==> config.mk <==
export PLATFORM = sky130hd
export DESIGN_NAME = dcache
export DESIGN_NICKNAME = d
export VERILOG_FILES = /design/src/rtl/dcache_pkg.sv /design/src/rtl/dcache.sv
export SDC_FILE = /design/constraint.sdc
export NUM_CORES = 1
export LEC_CHECK = 0
export ABC_AREA = 1
export BUFFER_PORTS_ARGS = -buffer_cell sky130_fd_sc_hd__buf_4
export CAP_MARGIN = 40
export CORE_AREA = 2 2 133 122
export DETAILED_ROUTE_END_ITERATION = 7
export DIE_AREA = 0 0 135 124
export GPL_ROUTABILITY_DRIVEN = 1
export GPL_TIMING_DRIVEN = 0
export PLACE_DENSITY = 0.79
export SLEW_MARGIN = 10
export SYNTH_ARGS = -nofsm -noshare
export SYNTH_HDL_FRONTEND = slang
export SYNTH_SLANG_ARGS = --single-unit
==> constraint.sdc <==
create_clock -name clockIn -period 3.7 [get_ports clockIn]
set_clock_uncertainty 0.1 [all_clocks]
set_input_delay 0.37 -clock clockIn [delete_from_list [all_inputs] [get_ports clockIn]]
set_output_delay 0.37 -clock clockIn [all_outputs]
set_load 0.02 [all_outputs]
==> src/rtl/dcache_pkg.sv <==
// Shared definitions for the data-side memory access unit.
package dcache_pkg;

  localparam logic [1:0] ACC_NONE = 2'b00;
  localparam logic [1:0] ACC_BYTE = 2'b01;
  localparam logic [1:0] ACC_HALF = 2'b10;
  localparam logic [1:0] ACC_WORD = 2'b11;

  typedef enum logic [1:0] {
    ST_IDLE   = 2'b00,
    ST_ACCESS = 2'b01,
    ST_DRAIN  = 2'b10,
    ST_RESP   = 2'b11
  } dcacheState_t;

  // I/O region predicate, shared with the load/store buffer; takes address bits [17:16].
  function automatic logic isIoAddr(input logic [1:0] addrHi);
    return addrHi == 2'b11;
  endfunction

  function automatic logic [2:0] accessBytes(input logic [1:0] acc);
    case (acc)
      ACC_BYTE: return 3'd1;
      ACC_HALF: return 3'd2;
      ACC_WORD: return 3'd4;
      default:  return 3'd0;
    endcase
  endfunction

endpackage

==> src/rtl/dcache.sv <==
// Data-side memory access unit: serialises byte/half/word requests onto a byte-wide port.
module dcache #(
  parameter int ADDR_WIDTH = 32
) (
  input  logic                  clockIn,
  input  logic                  resetIn,
  input  logic [1:0]            accessType,
  input  logic                  readWriteIn,
  input  logic [ADDR_WIDTH-1:0] dataAddr,
  input  logic [31:0]           dataIn,
  output logic                  dataValid,
  output logic [31:0]           dataOut,
  output logic                  dataWriteSuc,
  output logic                  busy,
  output logic                  memReq,
  input  logic                  memGrant,
  output logic                  memWrite,
  output logic [ADDR_WIDTH-1:0] memAddr,
  output logic [7:0]            memDataOut,
  input  logic [7:0]            memDataIn,
  input  logic                  ioBufferFull
);
  import dcache_pkg::*;

  dcacheState_t          state;
  logic [2:0]            sizeN;
  logic                  isRead;
  logic                  isIo;
  logic [ADDR_WIDTH-1:0] baseAddr;
  logic [31:0]           wrData;
  logic [2:0]            issued;
  logic                  pending;
  logic [1:0]            pendLane;
  logic [31:0]           asmData;

  logic                  fire;
  logic                  lastFire;
  logic [2:0]            issuedNext;
  logic                  stallNext;
  logic [31:0]           asmCapture;

  // Issue bookkeeping and the read byte arriving this cycle merged into the assembly word.
  always_comb begin
    fire       = (state == ST_ACCESS) && memReq && memGrant;
    issuedNext = issued + {2'b00, fire};
    lastFire   = fire && ((issued + 3'd1) == sizeN);
    stallNext  = isIo && !isRead && ioBufferFull;
    asmCapture = asmData;
    if (pending) begin
      asmCapture[{pendLane, 3'b000} +: 8] = memDataIn;
    end
  end

  // Transaction FSM with registered memory-port and response outputs.
  // The I/O stall is registered, so ioBufferFull in cycle c gates memReq in cycle c+1.
  always_ff @(posedge clockIn) begin
    if (resetIn) begin
      state        <= ST_IDLE;
      sizeN        <= '0;
      isRead       <= 1'b0;
      isIo         <= 1'b0;
      baseAddr     <= '0;
      wrData       <= '0;
      issued       <= '0;
      pending      <= 1'b0;
      pendLane     <= '0;
      asmData      <= '0;
      dataValid    <= 1'b0;
      dataWriteSuc <= 1'b0;
      dataOut      <= '0;
      busy         <= 1'b0;
      memReq       <= 1'b0;
      memWrite     <= 1'b0;
      memAddr      <= '0;
      memDataOut   <= '0;
    end else begin
      dataValid    <= 1'b0;
      dataWriteSuc <= 1'b0;
      pending      <= fire && isRead;
      pendLane     <= issued[1:0];
      asmData      <= asmCapture;
      case (state)
        ST_IDLE: begin
          if (accessType != ACC_NONE) begin
            state      <= ST_ACCESS;
            sizeN      <= accessBytes(accessType);
            isRead     <= readWriteIn;
            isIo       <= isIoAddr(dataAddr[17:16]);
            baseAddr   <= dataAddr;
            wrData     <= dataIn;
            issued     <= '0;
            asmData    <= '0;
            busy       <= 1'b1;
            memReq     <= !(isIoAddr(dataAddr[17:16]) && !readWriteIn && ioBufferFull);
            memWrite   <= !readWriteIn;
            memAddr    <= dataAddr;
            memDataOut <= dataIn[7:0];
          end
        end
        ST_ACCESS: begin
          issued     <= issuedNext;
          memAddr    <= baseAddr + ADDR_WIDTH'(issuedNext);
          memDataOut <= wrData[{issuedNext[1:0], 3'b000} +: 8];
          if (lastFire) begin
            memReq   <= 1'b0;
            memWrite <= 1'b0;
            if (isRead) begin
              state <= ST_DRAIN;
            end else begin
              state        <= ST_RESP;
              dataWriteSuc <= 1'b1;
            end
          end else begin
            memReq <= !stallNext;
          end
        end
        ST_DRAIN: begin
          if (pending) begin
            state     <= ST_RESP;
            dataValid <= 1'b1;
            dataOut   <= asmCapture;
          end
        end
        ST_RESP: begin
          state <= ST_IDLE;
          busy  <= 1'b0;
        end
        default: state <= ST_IDLE;
      endcase
    end
  end

endmodule

**Word-level counts from Yosys, hierarchy flattened**

Index checks and enable logic that the tools add are counted.

- Register bits after elaboration: 186
- Bits of input ports: 79
- Word-level logic and storage cells: 89

- $add $sub $neg: 4
- Equality and inequality tests: 11
- Shift operators: 3
- Mux-type cells: 26
- Bitwise logic cells: 3
- Reductions and logical operators: 24

Operators with widths:

| operator | count |
|---|---|
| 32-bit two-way mux | 4 |
| 32-bit case mux with 2 select lines | 1 |
| 32-bit by 3-bit adder with 32-bit output | 1 |
| 32-bit bitwise mux | 1 |
| 8-bit by 7-bit variable shift with 32-bit output (first input constant) | 1 |
| 32-bit by 6-bit variable part select with 8-bit output | 1 |
| 8-bit by 7-bit variable part select with 32-bit output | 1 |
| 8-bit case mux with 2 select lines | 1 |
| 2-bit == test (second input constant) | 5 |
| 3-bit case mux with 3 select lines | 1 |
| 1-bit logical AND | 8 |
| 1-bit two-way mux | 8 |
| 8-bit two-way mux | 1 |
| 2-bit case mux with 4 select lines | 1 |
| 2-bit AND reduction | 4 |
| 5-bit negator with 7-bit output | 1 |
| 2-bit two-way mux | 3 |
| 2-bit != test (second input constant) | 3 |
| 1-bit case mux with 2 select lines | 3 |
| 3-bit case mux with 2 select lines | 1 |
| 3-bit AND reduction | 2 |
| 2-bit nonzero test | 3 |
| 2-bit by 1-bit == test with 1-bit output (second input constant) | 2 |
| 1-bit zero test | 4 |
| other kinds (8) | 10 |

**Logic depth before layout (Yosys ltp)**

Gate-level depths: netlist of run 1.

- Word-level depth: 6
- Gate-level depth with buffers: 19
- Depth with buffers taken out: 18

**Worst setup path after synthesis of run 1**

Ideal clock, no wire load.

- Path type: register to register
- Start point: register state[1]
- End point: register memAddr[30]
- Setup time: 0.132 ns
- Arrival: 2.862 ns
- Slack: 0.606 ns
- Cell stages (with the launch flop): 20
- Period minus slack after synthesis: 3.094 ns
- Path through: dfxtp_1 -> inv_1 -> ha_1 -> buf_4 -> nand3_1 -> inv_1 -> ha_1 -> ha_1 -> clkinv_1 -> fa_1 -> inv_1 -> nand3_1 -> nand2_2 -> nand2_2 -> nor2_1 -> nand2_1 -> nand2_1 -> nand3_1 -> nand2_1 -> a21oi_1

- Word-level cells in the longest chain between the ends: 6

RTL lines:

| element | line | text |
|---|---|---|
| from (decl) | dcache.sv:25 | `dcacheState_t state;` |
| from (signal assigned) | dcache.sv:58 | `state <= ST_IDLE;` |
| from (signal assigned) | dcache.sv:85 | `state <= ST_ACCESS;` |
| from (signal assigned) | dcache.sv:108 | `state <= ST_DRAIN;` |
| 2-bit by 1-bit == test with 1-bit output | dcache.sv:44, dcache.sv:82 |  |
| 1-bit logical AND (2 in series) | dcache.sv:44 | `fire = (state == ST_ACCESS) && memReq && memGrant;` |
| 3-bit by 1-bit adder with 3-bit output | dcache.sv:45 | `issuedNext = issued + {2'b00, fire};` |
| 32-bit by 3-bit adder with 32-bit output | dcache.sv:102 | `memAddr <= baseAddr + ADDR_WIDTH'(issuedNext);` |
| 32-bit case mux with 2 select lines | dcache.sv:82 | `case (state)` |
| to (signal assigned) | dcache.sv:96 | `memAddr <= dataAddr;` |
| to (signal assigned) | dcache.sv:102 |  |
| to (decl) | dcache.sv:18 | `output logic [ADDR_WIDTH-1:0] memAddr,` |

Parallel ways exist; a longest one is shown, timed or not.
A chain may end at the register's enable or synchronous reset.

**Worst setup path after layout of run 1**

- Start point: register state[1]
- End point: register memAddr[22]

The elaborated chain is that of the path after synthesis.

==> run summary, run 1 <==
• run status: complete, no violations
• flop and latch count out of synthesis: 186
• Synth Net Count: 1325
• Synth top cells by count: nand2_1, dfxtp_1, a21oi_1
• ANT nets after route: 0
• floorplan core area: 15280 um2
• Post-Syn Instances: 1229
• final-report hold violation count: 0
• largest net degree at the start of global routing: 19
• net switching power figure: 0.002975 W
• library cell used as clock root buffer: clkbuf_16
• unrepaired setup endpoints after global routing: false
• main flop type after synthesis: dfxtp_1
• number of cells in the design after placement: 1585
• top-level port count: 156
• mean instance size in the synthesized netlist: 6.897 um2
• max-cap violations: 0
• Initial Util: 55.48%
• Switching Fraction: 41.07%
• fill cell count: 1400
• detailed-router iteration count before antenna repair: 6
• cell internal pwr: 0.004269 W
• Final Instance Count excl. Fillers: 1617
• Residual DRC: 0
• Wirelength per Cell: 16.36 um
• most instantiated library cell after synthesis: nand2_1
• worst voltage drop across the vdd grid: 0.0003743 V
• global-route wire length before repair: 40700 um
• kind of end point of the critical path: flop
• Routability Congestion: 0.9863
• most used cell along the critical path: inv_1
• Design Power: 0.007243 W
• Async SR Flop Fraction: 0%
• overall fraction of global-route tracks in use: 31.48%
• power per cell area: 690.7 nW/um2
• Final #Nets: 1498
• fraction of final layout cells with drive strength greater than 1: 17.39%
• clock-pin transition on the worst setup and hold timing paths: 0.07 ns
• largest driver fanout on the critical path: 10
• slew of the pin with the lowest slew margin: 0.6935 ns
• design area: 10490 um2
• Antenna Diode Count: 0
• Final Setup Violations: 0
• largest cells by area after synthesis: dfxtp_1, nand2_1, a21oi_1
• area share of the leading cell type in the synthesized netlist: 43.93%
• Worst Path Buf+Inv: 6
• Pleak: 4.566 nW
• detailed placement HPWL: 19660 um
• die footprint: 16740 um2
• vias after detailed routing: 8943
• number of global-route vias before repair: 7951
• post-synthesis sequential area ratio: 43.93%
• total setup buffers inserted after CTS: 0
• clock network fraction of design power: 24.7%
• clock buffers created by TritonCTS: 17
• Seq pwr share: 38.0%
• Row Count: 43
• WHS: 0.08506 ns
• number of pins with negative max-slew slack in the final report: 0
• critical path start-end classification: reg2reg
• Total Routed Length: 26460 um
• Min Clock Period, post-route: 3.467 ns
• clk_lat worst skew: 0.44 ns
• slowest stage cell on the critical path: dfxtp_1
• Place WS: -0.2032 ns
• highest clock rate: 288.4 MHz
• Post-Place Cell Area: 9886 um2
• arrival time of data at the critical path endpoint: 3.67 ns
• family of cells with the greatest summed delay on the critical path: adder cells
• height of the die: 124 um
• Syn. warnings: 0
• fin crit share: 93.72%
• final setup slack of the worst path: 0.2325 ns
• horizontal extent of the die: 135 um
• maximum clock insertion buffer count: 2
• startpoint type of the worst setup path: flop
• number of I/O port buffers: 154
• CTS tree: yes
• list of cells traversed by the critical path: inv_1, ha_1, buf_4, nand3_1, inv_1, ha_4, ha_1, inv_1, fa_1, inv_1, nand3_1, nand2_2, nand2_2, inv_1, nand2_1, nand2_1, nand3_1, nand2_1, a21oi_1
• final global-route overflow total: 0
• Sink Count: 186
• post-synthesis cell type with the largest combined area: dfxtp_1
• routed via count divided by cell count: 5.531
• delay of the slowest critical-path stage: 0.41 ns
• layout-stage area growth over the synthesis result: 23.72%
• drt initial violations: 884
• required time of the critical path: 3.90 ns
• combinational fraction of design power: 37.3%
• Slew HR: 53.77%
• deepest level of the CTS H-tree: 4
• number of enable-type register cells in the synthesized netlist: 0
• Synth Cell Area: 8477 um2
• worst min-delay path category: in2reg
• number of different library cells in the post-synthesis netlist: 32
• number of antenna violations at the first check in global routing: 0
## layer usage
| metal | vias up | global-route usage [%] | routed length [um] |
|---|---|---|---|
| met5 | - | 0 | 0 |
| met4 | 0 | 9.701 | 648 |
| met3 | 53 | 5.617 | 2118 |
| met2 | 457 | 49.08 | 11630 |
| met1 | 4124 | 44.69 | 12070 |
| li1 | 4309 | - | - |
## power by group through the flow
stage	logic, W	clock network (W)	registers (W)
6_report	0.00270	0.00179	0.00276
5_1_grt	0.00291	0.00187	0.00279
4_1_cts	0.00265	0.00179	0.00274
3_5_place_dp	0.00264	0	0.00278
3_3_place_gp	0.00259	0	0.00278
2_1_floorplan	0.00141	0	0.00296
## per-stage QoR
| stage | util [%] | setup TNS [ns] |
|---|---|---|
| floorplan | - | 0 |
| global placement | 64.70 | -0.4011 |
| detailed placement | 64.70 | -1.572 |
| CTS | 68.43 | 0 |
| global route | 68.64 | 0 |
| finish | 68.64 | 0 |
## cell type report
| class | instances | area, um2 | area share [%] |
|---|---|---|---|
| plain buffers | 63 | 296.5 | 2.827 |
| clock buffers | 18 | 439.2 | 4.188 |
| clock inverters | 14 | 127.6 | 1.217 |
| inverters | 114 | 430.4 | 4.104 |
| multi-input cells | 866 | 4061 | 38.73 |
| flip-flops and latches | 186 | 3724 | 35.50 |
| well taps | 202 | 252.7 | 2.410 |
| repair buffers | 154 | 1156 | 11.02 |
## final timing paths
kind,from,to,slack (ns),depth (start not counted)
worst min register to register,wrData[8],wrData[8],0.36,2
worst min-delay path,dataIn[30],wrData[30],0.09,3
worst max register to register,state[1],memAddr[22],0.23,19
worst max-delay path,state[1],memAddr[22],0.23,19
## worst register-to-register path, cell delays in order (launching register included)
cell	delay, ns
dfxtp_1	0.41
inv_1	0.11
ha_1	0.19
buf_4	0.17
nand3_1	0.16
inv_1	0.09
ha_4	0.33
ha_1	0.22
inv_1	0.10
fa_1	0.38
inv_1	0.11
nand3_1	0.10
nand2_2	0.15
nand2_2	0.16
inv_1	0.18
nand2_1	0.07
nand2_1	0.05
nand3_1	0.07
nand2_1	0.13
a21oi_1	0.06
## cells by family (layout without fill, tap and decap cells)
logic type                 count (synthesis)  in the layout  share of synthesized area (%)
DFF                                      186            186                          43.93
and+or+nand+nor                          534            534                          25.64
adders and majority gates                 17             17                          2.598
xor gates and xnor gates                   7              7                         0.7233
AOI/OAI and AO/OA                        308            308                          18.57
buffers and inverters                    177            363                          8.546
## flip-flops by register name, indices dropped and copies added, names as in the netlist, 2 cells and up
name / count
memDataOut: 8
issued: 3
baseAddr: 32
state: 2
asmData: 32
wrData: 32
sizeN: 3
pendLane: 2
dataOut: 32
memAddr: 32
## layout by cell type (no fill, tap or decap), types with 5 or more instances in the layout
cell	count
nor2_4	6
buf_2	24
nor3_1	5
o21ai_0	131
clkbuf_1	27
inv_8	5
nor2_2	7
nand2_1	316
o21ai_1	7
inv_1	110
buf_4	162
a21oi_1	154
xor2_1	5
nand3_1	52
nand2_2	9
dfxtp_1	186
ha_1	14
o22ai_1	8
clkbuf_16	17
nor2_1	134
## what timing repair did
action | CTS | global route
hold buffers | 0 | 0
endpoints found under the setup margin | 13 | 12
gates cloned | 0 | 0
resized for setup | 2 | 6
(Power assumes the default switching activity.)
==> run 2, diff against run 1 <==
Settings changed: CTS_BUF_LIST set to sky130_fd_sc_hd__clkbuf_16.
==> run 2 against run 1 <==
Net effect:
- clock power barely moved
- register-to-register slack barely moved
- die area did not move
==> run summary, run 2 (synthesized netlist as in run 1, its figures left out) <==
• number of cells in the design after placement: 1585, unchanged
• total setup buffers inserted after CTS: 0, unchanged
• vias after detailed routing: 8851, -1.0%
• required time of the critical path: 3.91 ns, about the same
• clock buffers created by TritonCTS: 17, unchanged
• Initial Util: 55.48%, unchanged
• sequential cell area: 3724 um2, unchanged
• final global-route overflow total: 0, unchanged
• fill cell count: 1403, +0.21%
• highest clock rate: 288.6 MHz, about the same
• Antenna Diode Count: 0, unchanged
• detailed-routing wirelength on met1: 11810 um, -2.1%
• Total Routed Length: 26450 um, about the same
• Design Power: 0.007219 W, -0.33%
• list of cells traversed by the critical path: inv_1, ha_1, buf_4, nand3_1, inv_1, ha_4, ha_1, inv_1, fa_1, inv_1, nand3_1, nand2_2, inv_1, nor2_2, nand2_1, nand2_1, nand3_1, nand2_1, a21oi_1
• run status: complete, no violations
• number of global-route vias before repair: 7945, -0.075%
• height of the die: 124 um, unchanged
• worst voltage drop across the vdd grid: 0.0003755 V, +0.33%
• number of antenna violations at the first check in global routing: 0, unchanged
• met3 wire len: 2398 um, +13%
• Row Count: 43, unchanged
• worst min-delay path category: in2reg
• detailed-router iteration count before antenna repair: 7, +1
• power per cell area: 689.0 nW/um2, -0.24%
• kind of end point of the critical path: flop
• critical path start-end classification: reg2reg
• layout-stage area growth over the synthesis result: 23.60%, about the same
• Worst Path Buf+Inv: 6, unchanged
• Final Setup Violations: 0, unchanged
• most used cell along the critical path: inv_1
• fraction of final layout cells with drive strength greater than 1: 17.31%, -0.071 points
• die footprint: 16740 um2, unchanged
• critical hold path startpoint: dataIn[30]
• number of I/O port buffers: 154, unchanged
• family of cells with the greatest summed delay on the critical path: adder cells
• arrival time of data at the critical path endpoint: 3.67 ns, about the same
• horizontal extent of the die: 135 um, unchanged
• number of pins with negative max-slew slack in the final report: 0, unchanged
• Sink Count: 186, unchanged
• floorplan core area: 15280 um2, unchanged
• slowest stage cell on the critical path: dfxtp_1
• delay of the slowest critical-path stage: 0.41 ns, about the same
• Pleak: 4.560 nW, -0.12%
• detailed placement HPWL: 19660 um, unchanged
• met2 WL: 11620 um, about the same
• number of buffers inserted by hold repair at cts: 0, unchanged
• library cell used as clock root buffer: clkbuf_16
• Residual DRC: 0, unchanged
• CTS tree: yes
• ANT nets after route: 0, unchanged
• largest net degree at the start of global routing: 19, unchanged
• routed via count divided by cell count: 5.474, -1.0%
• area occupied by multi-input gates: 4061 um2, unchanged
• Hold Path Stages: 3, unchanged
• Min Clock Period, post-route: 3.465 ns, -0.001984 ns
• fin crit share: 93.66%, about the same
• most frequent cells in the layout: nand2_1, dfxtp_1, buf_4
• worst reg2reg path depth: 19, unchanged
• Worst R2R Setup Slack: 0.23 ns, about the same
• Reg-to-Reg Start: state[1]
• startpoint type of the worst setup path: flop
• largest driver fanout on the critical path: 10, unchanged
• Routability Congestion: 0.9863, unchanged
• overall fraction of global-route tracks in use: 31.46%, about the same
• top-level port count: 156, unchanged
• final-report hold violation count: 0, unchanged
• maximum clock insertion buffer count: 2, unchanged
• unrepaired setup endpoints after global routing: false
• final setup slack of the worst path: 0.2345 ns, +0.001984 ns
• Place WS: -0.2032 ns, unchanged
• slew of the pin with the lowest slew margin: 0.6768 ns, -0.01673 ns
• max-cap violations: 0, unchanged
• endpoint with the worst hold slack: wrData[30]
• global-route wire length before repair: 40680 um, about the same
• Wirelength per Cell: 16.35 um, about the same
• clk_lat worst skew: 0.44 ns, about the same
• Worst R2R End: memAddr[28]
• Final Instance Count excl. Fillers: 1617, unchanged
• Final #Nets: 1498, unchanged
• deepest level of the CTS H-tree: 4, unchanged
• drt initial violations: 910, +2.9%
• clock-pin transition on the worst setup and hold timing paths: 0.07 ns, about the same
• highest metal layer with signal wires: met4
• Slew HR: 54.88%, +1.1 points
• most frequent standard cell in the layout excluding fill and tap cells: nand2_1
==> run 2: worst max-delay path by stage <==
stage                  end  startpoint  slack, ns  cells after the start
2_1_floorplan  memAddr[30]    state[1]       0.61                     19
3_3_place_gp   memAddr[24]    state[1]      -0.09                     19
3_5_place_dp   memAddr[30]    state[1]      -0.20                     19
4_1_cts        memAddr[30]    state[1]       0.03                     19
5_1_grt        memAddr[24]    state[1]       0.04                     19
6_report       memAddr[28]    state[1]       0.23                     19
==> run 2: final cells by class <==
| type | instances | area share (%) |
|---|---|---|
| Buffer | 63 | 2.830 |
| Clock buffer | 17 | 4.060 |
| Clock inverter | 15 | 1.254 |
| Inverter | 114 | 4.108 |
| Multi-Input combinational cell | 866 | 38.76 |
| Sequential cell | 186 | 35.54 |
| Tap cell | 202 | 2.412 |
| Timing Repair Buffer | 154 | 11.03 |
==> run 2: power by group <==
part	total (W)	switching [W]	leakage (nW)	internal, W
logic	0.00270	0.00177	2.77	0.000929
clock network	0.00177	0.000882	0.267	0.000887
registers	0.00275	0.000320	1.52	0.00243
total	0.00722	0.00297	4.56	0.00425
==> run 2: what timing repair did <==
| action | in CTS | in global routing |
|---|---|---|
| resized for setup | 2 | 6 |
| endpoints found under the setup margin | 13 | 12 |
| gates cloned | 0 | 0 |
==> run 2: through the flow <==
stage	setup TNS [ns]	hold slack, ns	utilization [%]	cell area [um2]
final	0	0.08282	68.57	10480
after CTS	0	0.07862	68.37	10450
after global placement	-0.4011	0.3459	64.70	9886
after detailed placement	-1.572	0.3513	64.70	9886
after floorplan	0	0.3238	-	8477
after global routing	0	0.08145	68.57	10480
==> run 2: tightest hold or removal path: cells and delay by family <==
| kind | cells | cell delay, ns |
|---|---|---|
| buf+inv | 1 | 0.10 |
| simple gates | 1 | 0.05 |
| compound gates | 1 | 0.05 |
==> run 2: routing by layer <==
metal,up-vias,track usage [%]
met3,57,5.617
met5,-,0
met2,450,48.98
met1,4037,44.71
met4,0,9.701
li1,4307,-
==> run 3, diff against run 2 <==
Settings changed: MAX_ROUTING_LAYER set to met4, PLACE_DENSITY 0.79 to unset, PLACE_DENSITY_LB_ADDON set to 0.05.
==> run 3 against run 2 <==
Net effect:
- wire length down 0.78%
- via count down 1.7%
- critical path type unchanged
- critical path depth is the same
==> run summary, run 3 (synthesized netlist as in run 1, its figures left out) <==
• library cell used as clock root buffer: clkbuf_16
• critical hold path startpoint: dataIn[10]
• slew of the pin with the lowest slew margin: 0.7204 ns, +0.04367 ns
• vias after detailed routing: 8701, -1.7%
• kind of end point of the critical path: flop
• CTS tree: yes
• horizontal extent of the die: 135 um, unchanged
• power per cell area: 681.3 nW/um2, -1.1%
• critical path start-end classification: reg2reg
• Initial Util: 55.48%, unchanged
• net switching power figure: 0.002909 W, -2.1%
• Sink Count: 186, unchanged
• detailed-router iteration count before antenna repair: 5, -2
• run status: complete, no violations
• number of pins with negative max-slew slack in the final report: 0, unchanged
• fill cell count: 1404, +0.071%
• height of the die: 124 um, unchanged
• combinational fraction of design power: 37.9%, +0.5 points
• Final Instance Count excl. Fillers: 1618, +0.062%
• Row Count: 43, unchanged
• required time of the critical path: 3.90 ns, about the same
• most frequent standard cell in the layout excluding fill and tap cells: nand2_1
• largest net degree at the start of global routing: 17, -2
• clock-pin transition on the worst setup and hold timing paths: 0.07 ns, about the same
• die footprint: 16740 um2, unchanged
• top-level port count: 156, unchanged
• Min Clock Period, post-route: 3.438 ns, -0.02794 ns
• Seq pwr share: 38.5%, +0.4 points
• drt initial violations: 823, -9.6%
• Routability Congestion: 0.9597, -2.7%
• list of cells traversed by the critical path: inv_1, ha_1, buf_4, nand3_1, inv_1, ha_4, ha_1, inv_1, fa_1, inv_1, nand3_1, nand2_2, nand2_2, inv_1, nand2_1, nand2_1, nand3_1, nand2_1, a21oi_1
• Total Routed Length: 26240 um, -0.78%
• routed via count divided by cell count: 5.378, -1.8%
• Pleak: 4.560 nW, about the same
• fraction of final layout cells with drive strength greater than 1: 17.23%, -0.083 points
• largest driver fanout on the critical path: 10, unchanged
• worst min-delay path category: in2reg
• Final #Nets: 1500, +0.13%
• Slew HR: 51.97%, -2.9 points
• number of I/O port buffers: 154, unchanged
• ANT nets after route: 0, unchanged
• final global-route overflow total: 0, unchanged
• fin crit share: 92.91%, -0.76 points
• maximum clock insertion buffer count: 2, unchanged
• Residual DRC: 0, unchanged
• number of global-route vias before repair: 7842, -1.3%
• Final Setup Violations: 0, unchanged
• final-report hold violation count: 0, unchanged
• startpoint type of the worst setup path: flop
• Design Power: 0.007132 W, -1.2%
• clk_lat worst skew: 0.44 ns, about the same
• endpoint with the worst hold slack: wrData[10]
• clock buffers created by TritonCTS: 17, unchanged
• Worst R2R Setup Slack: 0.26 ns, +0.03 ns
• floorplan core area: 15280 um2, unchanged
• detailed placement HPWL: 19680 um, +0.10%
• layout-stage area growth over the synthesis result: 23.48%, about the same
• Switching Fraction: 40.79%, -0.37 points
• clock network fraction of design power: 23.6%, -0.9 points
• Antenna Diode Count: 0, unchanged
• most frequent cells in the layout: nand2_1, dfxtp_1, buf_4
• cell internal pwr: 0.004223 W, -0.59%
• final setup slack of the worst path: 0.2625 ns, +0.02794 ns
• delay of the slowest critical-path stage: 0.42 ns, about the same
• most used cell along the critical path: inv_1
• worst reg2reg path depth: 19, unchanged
• Worst R2R End: memAddr[22]
• number of buffers inserted by hold repair at cts: 0, unchanged
• overall fraction of global-route tracks in use: 32.88%, +1.4 points
• arrival time of data at the critical path endpoint: 3.64 ns, -0.03 ns
• Reg-to-Reg Start: state[1]
• highest clock rate: 290.9 MHz, +0.81%
• max-cap violations: 0, unchanged
• Wirelength per Cell: 16.22 um, -0.84%
• number of cells in the design after placement: 1585, unchanged
• worst voltage drop across the vdd grid: 0.0005101 V, +36%
• slowest stage cell on the critical path: dfxtp_1
• number of antenna violations at the first check in global routing: 0, unchanged
• deepest level of the CTS H-tree: 4, unchanged
• unrepaired setup endpoints after global routing: false
• Hold Path Stages: 3, unchanged
• global-route wire length before repair: 40910 um, +0.58%
• Place WS: -0.1931 ns, +0.01009 ns
==> run 3: cell count changes in the layout (fill, tap and decap cells not counted), sizes merged <==
cell    delta
buf        +2
clkinv     +2
inv        -3
==> run 3: power by group through the flow <==
stage	sequential, W	clock [W]	combinational (W)
floorplan	0.00296	0	0.00141
global placement	0.00277	0	0.00263
detailed placement	0.00277	0	0.00266
CTS	0.00273	0.00169	0.00268
global route	0.00279	0.00177	0.00296
finish	0.00275	0.00168	0.00270
==> run 3: final cells by class <==
class / count / area (um2) / area share (%)
tap: 202 / 252.7 / 2.415
clock buffer: 17 / 425.4 / 4.064
clock inverter: 14 / 101.3 / 0.9682
timing repair buffer: 156 / 1171 / 11.19
buffer: 63 / 296.5 / 2.833
inverter: 114 / 430.4 / 4.112
multi-input combinational: 866 / 4066 / 38.85
sequential: 186 / 3724 / 35.57
==> run 3: worst max-delay path by stage <==
| stage | startpoint | endpoint | slack, ns |
|---|---|---|---|
| after CTS | state[1] | memAddr[30] | 0.03 |
| after detailed placement | state[1] | memAddr[30] | -0.19 |
| final | state[1] | memAddr[22] | 0.26 |
| after floorplan | state[1] | memAddr[30] | 0.61 |
| after global routing | state[1] | memAddr[22] | 0.05 |
| after global placement | state[1] | memAddr[30] | -0.16 |
==> run 3: routing by layer <==
metal	GRT usage (%)	share of wire, %	vias to the layer above
met5	-	0	-
met4	6.836	1.2	0
met3	7.326	9.2	34
met2	49.18	43	376
met1	45.99	46	3972
li1	-	-	4319
==> run 3: what timing repair did <==
item                       in CTS  in global routing
pin swaps                       0                  2
hold endpoints to repair        0                  0
cloned                          0                  0
gates resized for setup         2                  7
setup endpoints to repair      10                 12
setup buffers                   0                  2
==> run 3: per-stage QoR <==
step | TNS, ns | hold WS [ns] | cell area [um2] | util (%)
floorplan | 0 | 0.3238 | 8477 | -
global placement | -0.7245 | 0.3511 | 9886 | 64.70
detailed placement | -0.7613 | 0.3546 | 9886 | 64.70
CTS | 0 | 0.08558 | 10420 | 68.17
global route | 0 | 0.08878 | 10470 | 68.51
finish | 0 | 0.08836 | 10470 | 68.51
==> run 3: worst max-delay path: cells and delay by family, from the launching register on <==
| kind | cells | cell delay [ns] |
|---|---|---|
| fa+ha+maj | 4 | 1.10 |
| simple gates | 8 | 0.84 |
| buf+inv | 6 | 0.79 |
| flops | 1 | 0.42 |
| compound gates | 1 | 0.06 |
